<file path="src/rtl/camera_emulator.sv">
// camera_emulator: synthetic RGB565 vsync/href byte-stream source with selectable test patterns.
// Define CAM_EMU_BOX_EN to build the moving-box pattern (pattern_sel = 3); otherwise pattern 3 is black.
module camera_emulator #(
  parameter int H_ACTIVE    = 320,
  parameter int V_ACTIVE    = 240,
  parameter int H_BLANK     = 144,
  parameter int VSYNC_LINES = 3,
  parameter int V_BACK      = 17,
  parameter int V_FRONT     = 10,
  parameter int BAR_W       = 40
) (
  input  logic       clk,
  input  logic       reset,
  input  logic       start,
  input  logic       continuous,
  input  logic [1:0] pattern_sel,
  output logic       cam_vsync,
  output logic       cam_href,
  output logic [7:0] cam_data,
  output logic       busy,
  output logic       frame_done,
  output logic [7:0] frame_count
);
  localparam logic [15:0] L_LAST   = 16'(2*H_ACTIVE + H_BLANK - 1);
  localparam logic [15:0] A_LAST   = 16'(2*H_ACTIVE - 1);
  localparam logic [15:0] VS_LAST  = 16'(VSYNC_LINES - 1);
  localparam logic [15:0] VB_LAST  = 16'(V_BACK - 1);
  localparam logic [15:0] VA_LAST  = 16'(V_ACTIVE - 1);
  localparam logic [15:0] VF_LAST  = 16'(V_FRONT - 1);
  localparam logic [15:0] BAR_LAST = 16'(BAR_W - 1);

  typedef enum logic [2:0] {IDLE, VSYNC, VBACK, ACTIVE, HBLANK, VFRONT} state_t;

  state_t      state_q, state_d;
  logic [15:0] cyc_q, cyc_d, line_q, line_d, px_q, px_d, bar_cnt_q, bar_cnt_d;
  logic [2:0]  bar_idx_q, bar_idx_d;
  logic        byte_sel_q, byte_sel_d;
  logic [1:0]  pat_q, pat_d;
  logic [7:0]  fc_q, fc_d, data_q, data_d;
  logic        vsync_q, vsync_d, href_q, href_d, busy_q, busy_d, done_q, done_d;
  logic        eol, last_line;
  logic [15:0] pix, box_pix;

  assign eol       = cyc_q == L_LAST;
  assign last_line = line_q == (state_q == VSYNC ? VS_LAST : state_q == VBACK ? VB_LAST :
                                state_q == VFRONT ? VF_LAST : VA_LAST);

`ifdef CAM_EMU_BOX_EN
  localparam logic [15:0] BX_MAX = 16'(H_ACTIVE - 16);
  localparam logic [15:0] BY_MAX = 16'(V_ACTIVE - 16);
  logic [15:0] bx_q, bx_d, by_q, by_d;
  assign box_pix = (px_d >= bx_q && px_d < bx_q + 16'd16 && line_d >= by_q && line_d < by_q + 16'd16)
                   ? 16'hF800 : 16'h0000;
  assign bx_d = done_d ? ((bx_q + 16'd4 > BX_MAX) ? 16'd0 : bx_q + 16'd4) : bx_q;
  assign by_d = done_d ? ((by_q + 16'd2 > BY_MAX) ? 16'd0 : by_q + 16'd2) : by_q;
  always_ff @(posedge clk or posedge reset)
    if (reset) begin
      bx_q <= '0;
      by_q <= '0;
    end else begin
      bx_q <= bx_d;
      by_q <= by_d;
    end
`else
  assign box_pix = 16'h0000;
`endif

  // Outputs are computed from the next-state values so they are registered yet cycle-aligned.
  assign pix = pat_d == 2'd0 ? {bar_idx_d[2] ? 5'h1F : 5'h00, bar_idx_d[1] ? 6'h3F : 6'h00,
                                bar_idx_d[0] ? 5'h1F : 5'h00} :
               pat_d == 2'd1 ? {px_d[7:3], line_d[7:2], fc_d[4:0]} :
               pat_d == 2'd2 ? 16'hFFFF : box_pix;

  always_comb begin
    state_d    = state_q;
    cyc_d      = cyc_q;
    line_d     = line_q;
    px_d       = px_q;
    byte_sel_d = byte_sel_q;
    bar_cnt_d  = bar_cnt_q;
    bar_idx_d  = bar_idx_q;
    pat_d      = pat_q;
    case (state_q)
      IDLE: if (start) begin
        state_d = VSYNC;
        pat_d   = pattern_sel;
      end
      VSYNC, VBACK, VFRONT: begin
        cyc_d = eol ? '0 : cyc_q + 16'd1;
        if (eol) line_d = last_line ? '0 : line_q + 16'd1;
        if (eol && last_line) state_d = state_q == VSYNC ? VBACK : state_q == VBACK ? ACTIVE :
                                        continuous ? VSYNC : IDLE;
        if (eol && last_line && state_q == VFRONT && continuous) pat_d = pattern_sel;
      end
      ACTIVE: begin
        cyc_d      = cyc_q + 16'd1;
        byte_sel_d = ~byte_sel_q;
        if (byte_sel_q) begin
          px_d      = px_q + 16'd1;
          bar_cnt_d = bar_cnt_q == BAR_LAST ? '0 : bar_cnt_q + 16'd1;
          bar_idx_d = bar_cnt_q == BAR_LAST ? bar_idx_q + 3'd1 : bar_idx_q;
        end
        if (cyc_q == A_LAST) state_d = HBLANK;
      end
      HBLANK: begin
        cyc_d = eol ? '0 : cyc_q + 16'd1;
        if (eol) begin
          px_d      = '0;
          bar_cnt_d = '0;
          bar_idx_d = '0;
          line_d    = last_line ? '0 : line_q + 16'd1;
          state_d   = last_line ? VFRONT : ACTIVE;
        end
      end
      default: ;
    endcase
    done_d  = state_d == VFRONT && cyc_d == L_LAST && line_d == VF_LAST;
    fc_d    = done_d ? fc_q + 8'd1 : fc_q;
    vsync_d = state_d == VSYNC;
    href_d  = state_d == ACTIVE;
    busy_d  = state_d != IDLE;
    data_d  = href_d ? (byte_sel_d ? pix[7:0] : pix[15:8]) : 8'h00;
  end

  always_ff @(posedge clk or posedge reset)
    if (reset) begin
      state_q    <= IDLE;
      cyc_q      <= '0;
      line_q     <= '0;
      px_q       <= '0;
      byte_sel_q <= 1'b0;
      bar_cnt_q  <= '0;
      bar_idx_q  <= '0;
      pat_q      <= '0;
      fc_q       <= '0;
      data_q     <= '0;
      vsync_q    <= 1'b0;
      href_q     <= 1'b0;
      busy_q     <= 1'b0;
      done_q     <= 1'b0;
    end else begin
      state_q    <= state_d;
      cyc_q      <= cyc_d;
      line_q     <= line_d;
      px_q       <= px_d;
      byte_sel_q <= byte_sel_d;
      bar_cnt_q  <= bar_cnt_d;
      bar_idx_q  <= bar_idx_d;
      pat_q      <= pat_d;
      fc_q       <= fc_d;
      data_q     <= data_d;
      vsync_q    <= vsync_d;
      href_q     <= href_d;
      busy_q     <= busy_d;
      done_q     <= done_d;
    end

  assign cam_vsync   = vsync_q;
  assign cam_href    = href_q;
  assign cam_data    = data_q;
  assign busy        = busy_q;
  assign frame_done  = done_q;
  assign frame_count = fc_q;
endmodule

</file>
<file path="config.mk">
export PLATFORM = sky130hd
export DESIGN_NAME = camera_emulator
export DESIGN_NICKNAME = d
export VERILOG_FILES = /design/src/rtl/camera_emulator.sv
export SDC_FILE = /design/constraint.sdc
export NUM_CORES = 1
export LEC_CHECK = 0
export CORE_MARGIN = 3
export CORE_UTILIZATION = 58
export CTS_CLUSTER_SIZE = 40
export DETAILED_ROUTE_END_ITERATION = 16
export DONT_BUFFER_PORTS = 1
export PLACE_DENSITY_LB_ADDON = 0.15
export SLEW_MARGIN = 15
export SYNTH_ARGS = -nofsm -noshare
export SYNTH_HDL_FRONTEND = slang
export SYNTH_SLANG_ARGS = --single-unit
</file>
<file path="constraint.sdc">
create_clock -name clk -period 3.9 [get_ports clk]
set_input_delay 0.975 -clock clk [delete_from_list [all_inputs] [get_ports clk]]
set_output_delay 0.975 -clock clk [all_outputs]
set_load 0.1 [all_outputs]
</file>
==> Word-level counts from Yosys, hierarchy flattened <==
Cells that the tools add are included.
{ "word_totals": {"register_bits": 93, "inputBits": 6, "out_inout_bits": 20, "elab_cells": 94} }
{ "op_classes": {"add_sub_neg": 6, "eq_ne": 18, "n_mux": 41, "bitwise": 1, "n_reduce_logical": 12} }
{ "op_table": {"columns": ["cell", "n"], "rows": [
  ["$mux 16", 12],
  ["$pmux 16 s2", 3],
  ["$add 16x1->16 const B", 4],
  ["$eq 16x10->1 const B", 3],
  ["$mux 8", 5],
  ["$mux 3", 8],
  ["$eq 16x4->1 const B", 1],
  ["$eq 16x6->1 const B", 1],
  ["$eq 16x8->1", 1],
  ["$mux 5", 3],
  ["$pmux 3 s4", 1],
  ["$eq 3x2->1 const B", 3],
  ["$eq 3x3->1 const B", 3],
  ["$add 8x1->8 const B", 1],
  ["$mux 2", 4],
  ["$eq 3x1->1 const B", 2],
  ["$mux 6", 1],
  ["$pmux 3 s2", 1],
  ["$logic_and 1x1->1", 5],
  ["$ne 2x2->1 const B", 2],
  ["$pmux 2 s2", 1],
  ["$reduce_or 4->1", 1],
  ["$add 3x1->3 const B", 1],
  ["$logic_not 3->1", 1],
  ["9 further kinds", 10]
]} }

==> Logic depth before layout (Yosys ltp) <==
{ "depth": {"ltp_word": 16, "depth_mapped": 12, "mapped_depth_nobuf": 11} }

==> Least setup slack after synthesis <==
Ideal clock, no wire load.
{ "synth_path": {"kind": "register to register", "startpoint": "register cyc_q[7]", "endpoint": "register fc_q[1], in the netlist frame_count[1]", "setup_ns": 0.126, "arrival_ns": 3.619, "t_required_ns": 3.774, "path_slack_ns": 0.155, "stages_incl_launch_ff": 11, "n_path_buf": 2, "period_less_slack_ns": 3.745, "cell_sequence": "dfrtp_1 buf_6 or4_4 or4_1 buf_4 or4_4 mux2i_1 nor4_1 o211ai_2 nor3_1 mux2_2"} }
{ "synth_between": {"elab_chain_len": 8, "word_cells_on_any_way": 18} }
{ "synth_rtl": {"columns": ["element", "line_no", "text"], "rows": [
  ["from (decl)", "35", "logic [15:0] cyc_q, cyc_d, line_q, line_d, px_q, px_d, bar_cnt_q, bar_cnt_d;"],
  ["from (signal assigned)", "143", "cyc_q <= cyc_d;"],
  ["parallel branches: the longest is 6 deep, another holds $add 16x1->16", null, null],
  ["$logic_and 1x1->1 *", "117", "done_d = state_d == VFRONT && cyc_d == L_LAST && line_d == VF_LAST;"],
  ["$mux 5 *", "118", "fc_d = done_d ? fc_q + 8'd1 : fc_q;"],
  ["net fc_d[1]", "39", "logic [7:0] fc_q, fc_d, data_q, data_d;"],
  ["to (signal assigned)", "135", "fc_q <= '0;"],
  ["to (signal assigned)", "150", "fc_q <= fc_d;"],
  ["to (decl)", "39", null]
]} }
Mark *: on every way through the listed nets, which the timed path passes.
A chain may end at the register's enable or synchronous reset.

==> Worst setup path after layout <==
{ "layout_path": {"startpoint": "register cyc_q[11]", "endpoint": "register fc_q[1], in the netlist frame_count[1]"} }
The elaborated chain is that of the path after synthesis.

==> results.py <==
metrics = {
    "outcome": {
        "outcome": "finished clean",
    },
    "yosys": {
        "synth_fp_nets": 608,
        "synthCells": 595,
        "synthDistinctLibCells": 78,
        "syn_area_sq_um": 5283,
        "synthArstFlopShare": 1.000,
        "avgSynthCellArea_sq_um": 8.878,
        "ys.flop_type": "dfrtp_1",
        "synth_edf_count": 0,
        "yosysWarnings": 0,
        "ys_seq_area_frac": 0.4027,
        "ys_seq_elements": 85,
    },
    "cts": {
        "cts_made_buffers": 9,
        "max-clock-path-buffers": 2,
        "clock_latency_ns": 0.36,
        "postCtsResizedCells": 0,
        "clk_pin_slew_ns": 0.09,
        "h-tree-depth": 3,
        "cts.hold.buffers_added": 0,
        "cts_tree": "yes",
        "cts_root_buf": "clkbuf_8",
        "cts_setup_buffers": 0,
        "cts_sinks": 85,
    },
    "critical_path": {
        "crit_buf_inv": 0,
        "path_cells": "or4_4, or4_1, or4_4, mux2i_1, nor4_1, o211ai_2, nor3_1, mux2_2",
        "cp_top_family": "simple AND/OR/NAND/NOR gates",
        "start_kind": "flop",
        "r2r_cells": 8,
        "cpMaxStageDelayCell": "or4_4",
        "slowest_delay_ns": 0.58,
        "crit_fanout": 8,
        "cp.arrival_ns": 3.96,
        "worst-setup-path-type": "reg2reg",
        "worst_setup_path_end_kind": "flop",
        "reg2reg_setup_slack_ns": 0.19,
        "required_ns": 4.15,
        "r2r-start": "cyc_q[11]",
        "r2r-end": "frame_count[1]",
        "crit_top_cell": "or4_4",
    },
    "timing": {
        "min_period_ns": 3.709,
        "finalClockSkew_ns": 0.005801,
        "tightest_slew_ns": 1.113,
        "setup_viol": 0,
        "drv_slew": 0,
        "finalWorstSetupSlack_ns": 0.1913,
        "hold_viol_final": 0,
        "rsz0062_at_grt": "no",
        "fmax_mhz": 269.6,
        "min_period_over_period": 0.9509,
        "relSlewSlack": 0.2583,
        "finalSetupTns_ns": 0,
    },
    "placement": {
        "numPlacedInstances": 696,
        "pre_cts_ws_ns": 0.2230,
        "dpl.hpwl_mm": 9.607,
        "portBuffers": 0,
        "place.gp.congestion": 0.9367,
    },
    "route": {
        "drt_pass1_iterations": 5,
        "drt.antenna.violating_nets": 0,
        "post-route-drc-count": 0,
        "dr.first_iter.drc_count": 395,
        "wl_mm": 13.03,
        "vias": 4706,
        "wl_per_cell_microns": 18.31,
        "post_drt_via_cell_ratio": 6.610,
    },
    "hold_path": {
        "hold_class": "reg2reg",
        "hp-start": "bar_idx_q[2]",
        "min_to": "bar_idx_q[2]",
        "hold_depth": 1,
    },
    "global_routing": {
        "grt_pass1_wl_mm": 22.20,
        "grt_pass1_vias": 4436,
        "grt_start_max_net_pins": 49,
        "grt_overflow": 0,
        "grt_antenna_before_repair": 0,
        "track_usage": 0.2685,
    },
    "finish": {
        "nets": 612,
        "final_common_cell": "dfrtp_1",
        "antenna_cells": 0,
        "syn_to_final_growth_pct": 7.556,
        "fin_cells": 712,
        "drive_gt1_frac": 0.1093,
        "layout_common_cells": "dfrtp_1, nand2_1, nor2_1, o21ai_0, nand3_1",
        "final_core_util": 0.6483,
    },
    "floorplanning": {
        "initial_core_util": 0.6028,
        "die_h_microns": 101.4,
        "coreArea_sq_um": 8763,
        "row_count": 34,
        "ios": 26,
        "dieArea_sq_um": 10290,
        "fp.dieW_microns": 101.4,
    },
    "power": {
        "finalPower_w": 0.001594,
        "leakage_nw": 2.403,
        "ir_worst_vdd_mv": 0.1869,
        "p_per_area_nw_per_um2": 280.6,
    },
    "flow_run": {
        "timing.max_cap.violations": 0,
    },
}
[routing by layer]
metal  share of wire  vias up  global-route usage
met5               0        -                   0
met4           0.025        0             0.09202
met3           0.044       27             0.04890
met2            0.47      119              0.4140
met1            0.46     2316              0.3817
li1                -     2244                   -
[power breakdown]
part	leakage, nW	switching (W)	internal [W]	total (W)
clock network	0.107	0.000331	0.000361	0.000692
logic	1.15	0.0000185	0.00000374	0.0000222
registers	1.15	0	0.000880	0.000880
total	2.40	0.000349	0.00125	0.00159
[final cells by class]
type	instances	area [sq um]
Clock inverter	6	86.33
Tap cell	108	135.1
Sequential cell	85	2127
Clock buffer	10	127.6
Fill cell	766	3082
Inverter	18	68.82
Multi-Input combinational cell	461	2957
Timing Repair Buffer	24	180.2
[cells by family (layout without fill, tap and decap cells)]
| family | count (synthesis) | count (layout) | synth area share |
|---|---|---|---|
| AO/OA/AOI/OAI | 143 | 143 | 0.1876 |
| XOR/XNOR | 38 | 38 | 0.06300 |
| adder cells (fa/ha/maj) | 7 | 7 | 0.01658 |
| buffers and inverters | 49 | 58 | 0.03884 |
| flip-flops | 85 | 85 | 0.4027 |
| multiplexers | 5 | 5 | 0.009948 |
| AND/OR/NAND/NOR | 268 | 268 | 0.2814 |
[state kept, by name, indices dropped and copies added (netlist names)]
register / flops
frame_count: 8
px_q: 8
cyc_q: 16
byte_sel_q: 1
line_q: 16
bar_cnt_q: 16
cam_data: 8
pat_q: 2
cam_vsync: 1
state_q: 3
busy: 1
cam_href: 1
bar_idx_q: 3
frame_done: 1
[metrics by stage]
step                      hold WS (ns)  cell area, sq um
after global routing            0.5219              5682
final                           0.4972              5682
after CTS                       0.4973              5682
after global placement          0.4649              5468
after floorplan                 0.4363              5283
after detailed placement        0.4655              5468
[Yosys cell counts (4+ instances only)]
master	number	area, sq um
a211o_1	4	35.03
a21oi_1	23	115.1
a31oi_1	10	62.56
and2_1	7	43.79
and3_1	15	93.84
and4_1	5	43.79
buf_2	5	25.02
clkbuf_1	21	78.83
dfrtp_1	85	2127
ha_1	7	87.58
inv_1	15	56.30
nand2_1	47	176.4
nand2b_1	7	43.79
nand3_1	32	160.2
nand4_1	29	181.4
nor2_1	42	157.7
nor3_1	24	120.1
nor4_1	12	75.07
nor4b_1	5	43.79
o211ai_1	11	82.58
o21ai_0	37	185.2
o31ai_1	11	82.58
or2_2	6	37.54
or3_1	9	56.30
or4_1	5	37.54
xnor2_1	23	201.4
xor2_1	15	131.4
[worst max path at each step]
| stage | start | endpoint | slack [ns] | cells past startpoint |
|---|---|---|---|---|
| floorplan | cyc_q[7] | frame_count[1] | 0.15 | 10 |
| global placement | cyc_q[11] | frame_count[1] | 0.29 | 8 |
| detailed placement | cyc_q[11] | frame_count[1] | 0.22 | 8 |
| CTS | cyc_q[11] | frame_count[1] | 0.20 | 8 |
| global route | cyc_q[11] | frame_count[1] | 0.01 | 8 |
| finish | cyc_q[11] | frame_count[1] | 0.19 | 8 |
Note: power is estimated with default switching activity, not from simulation.
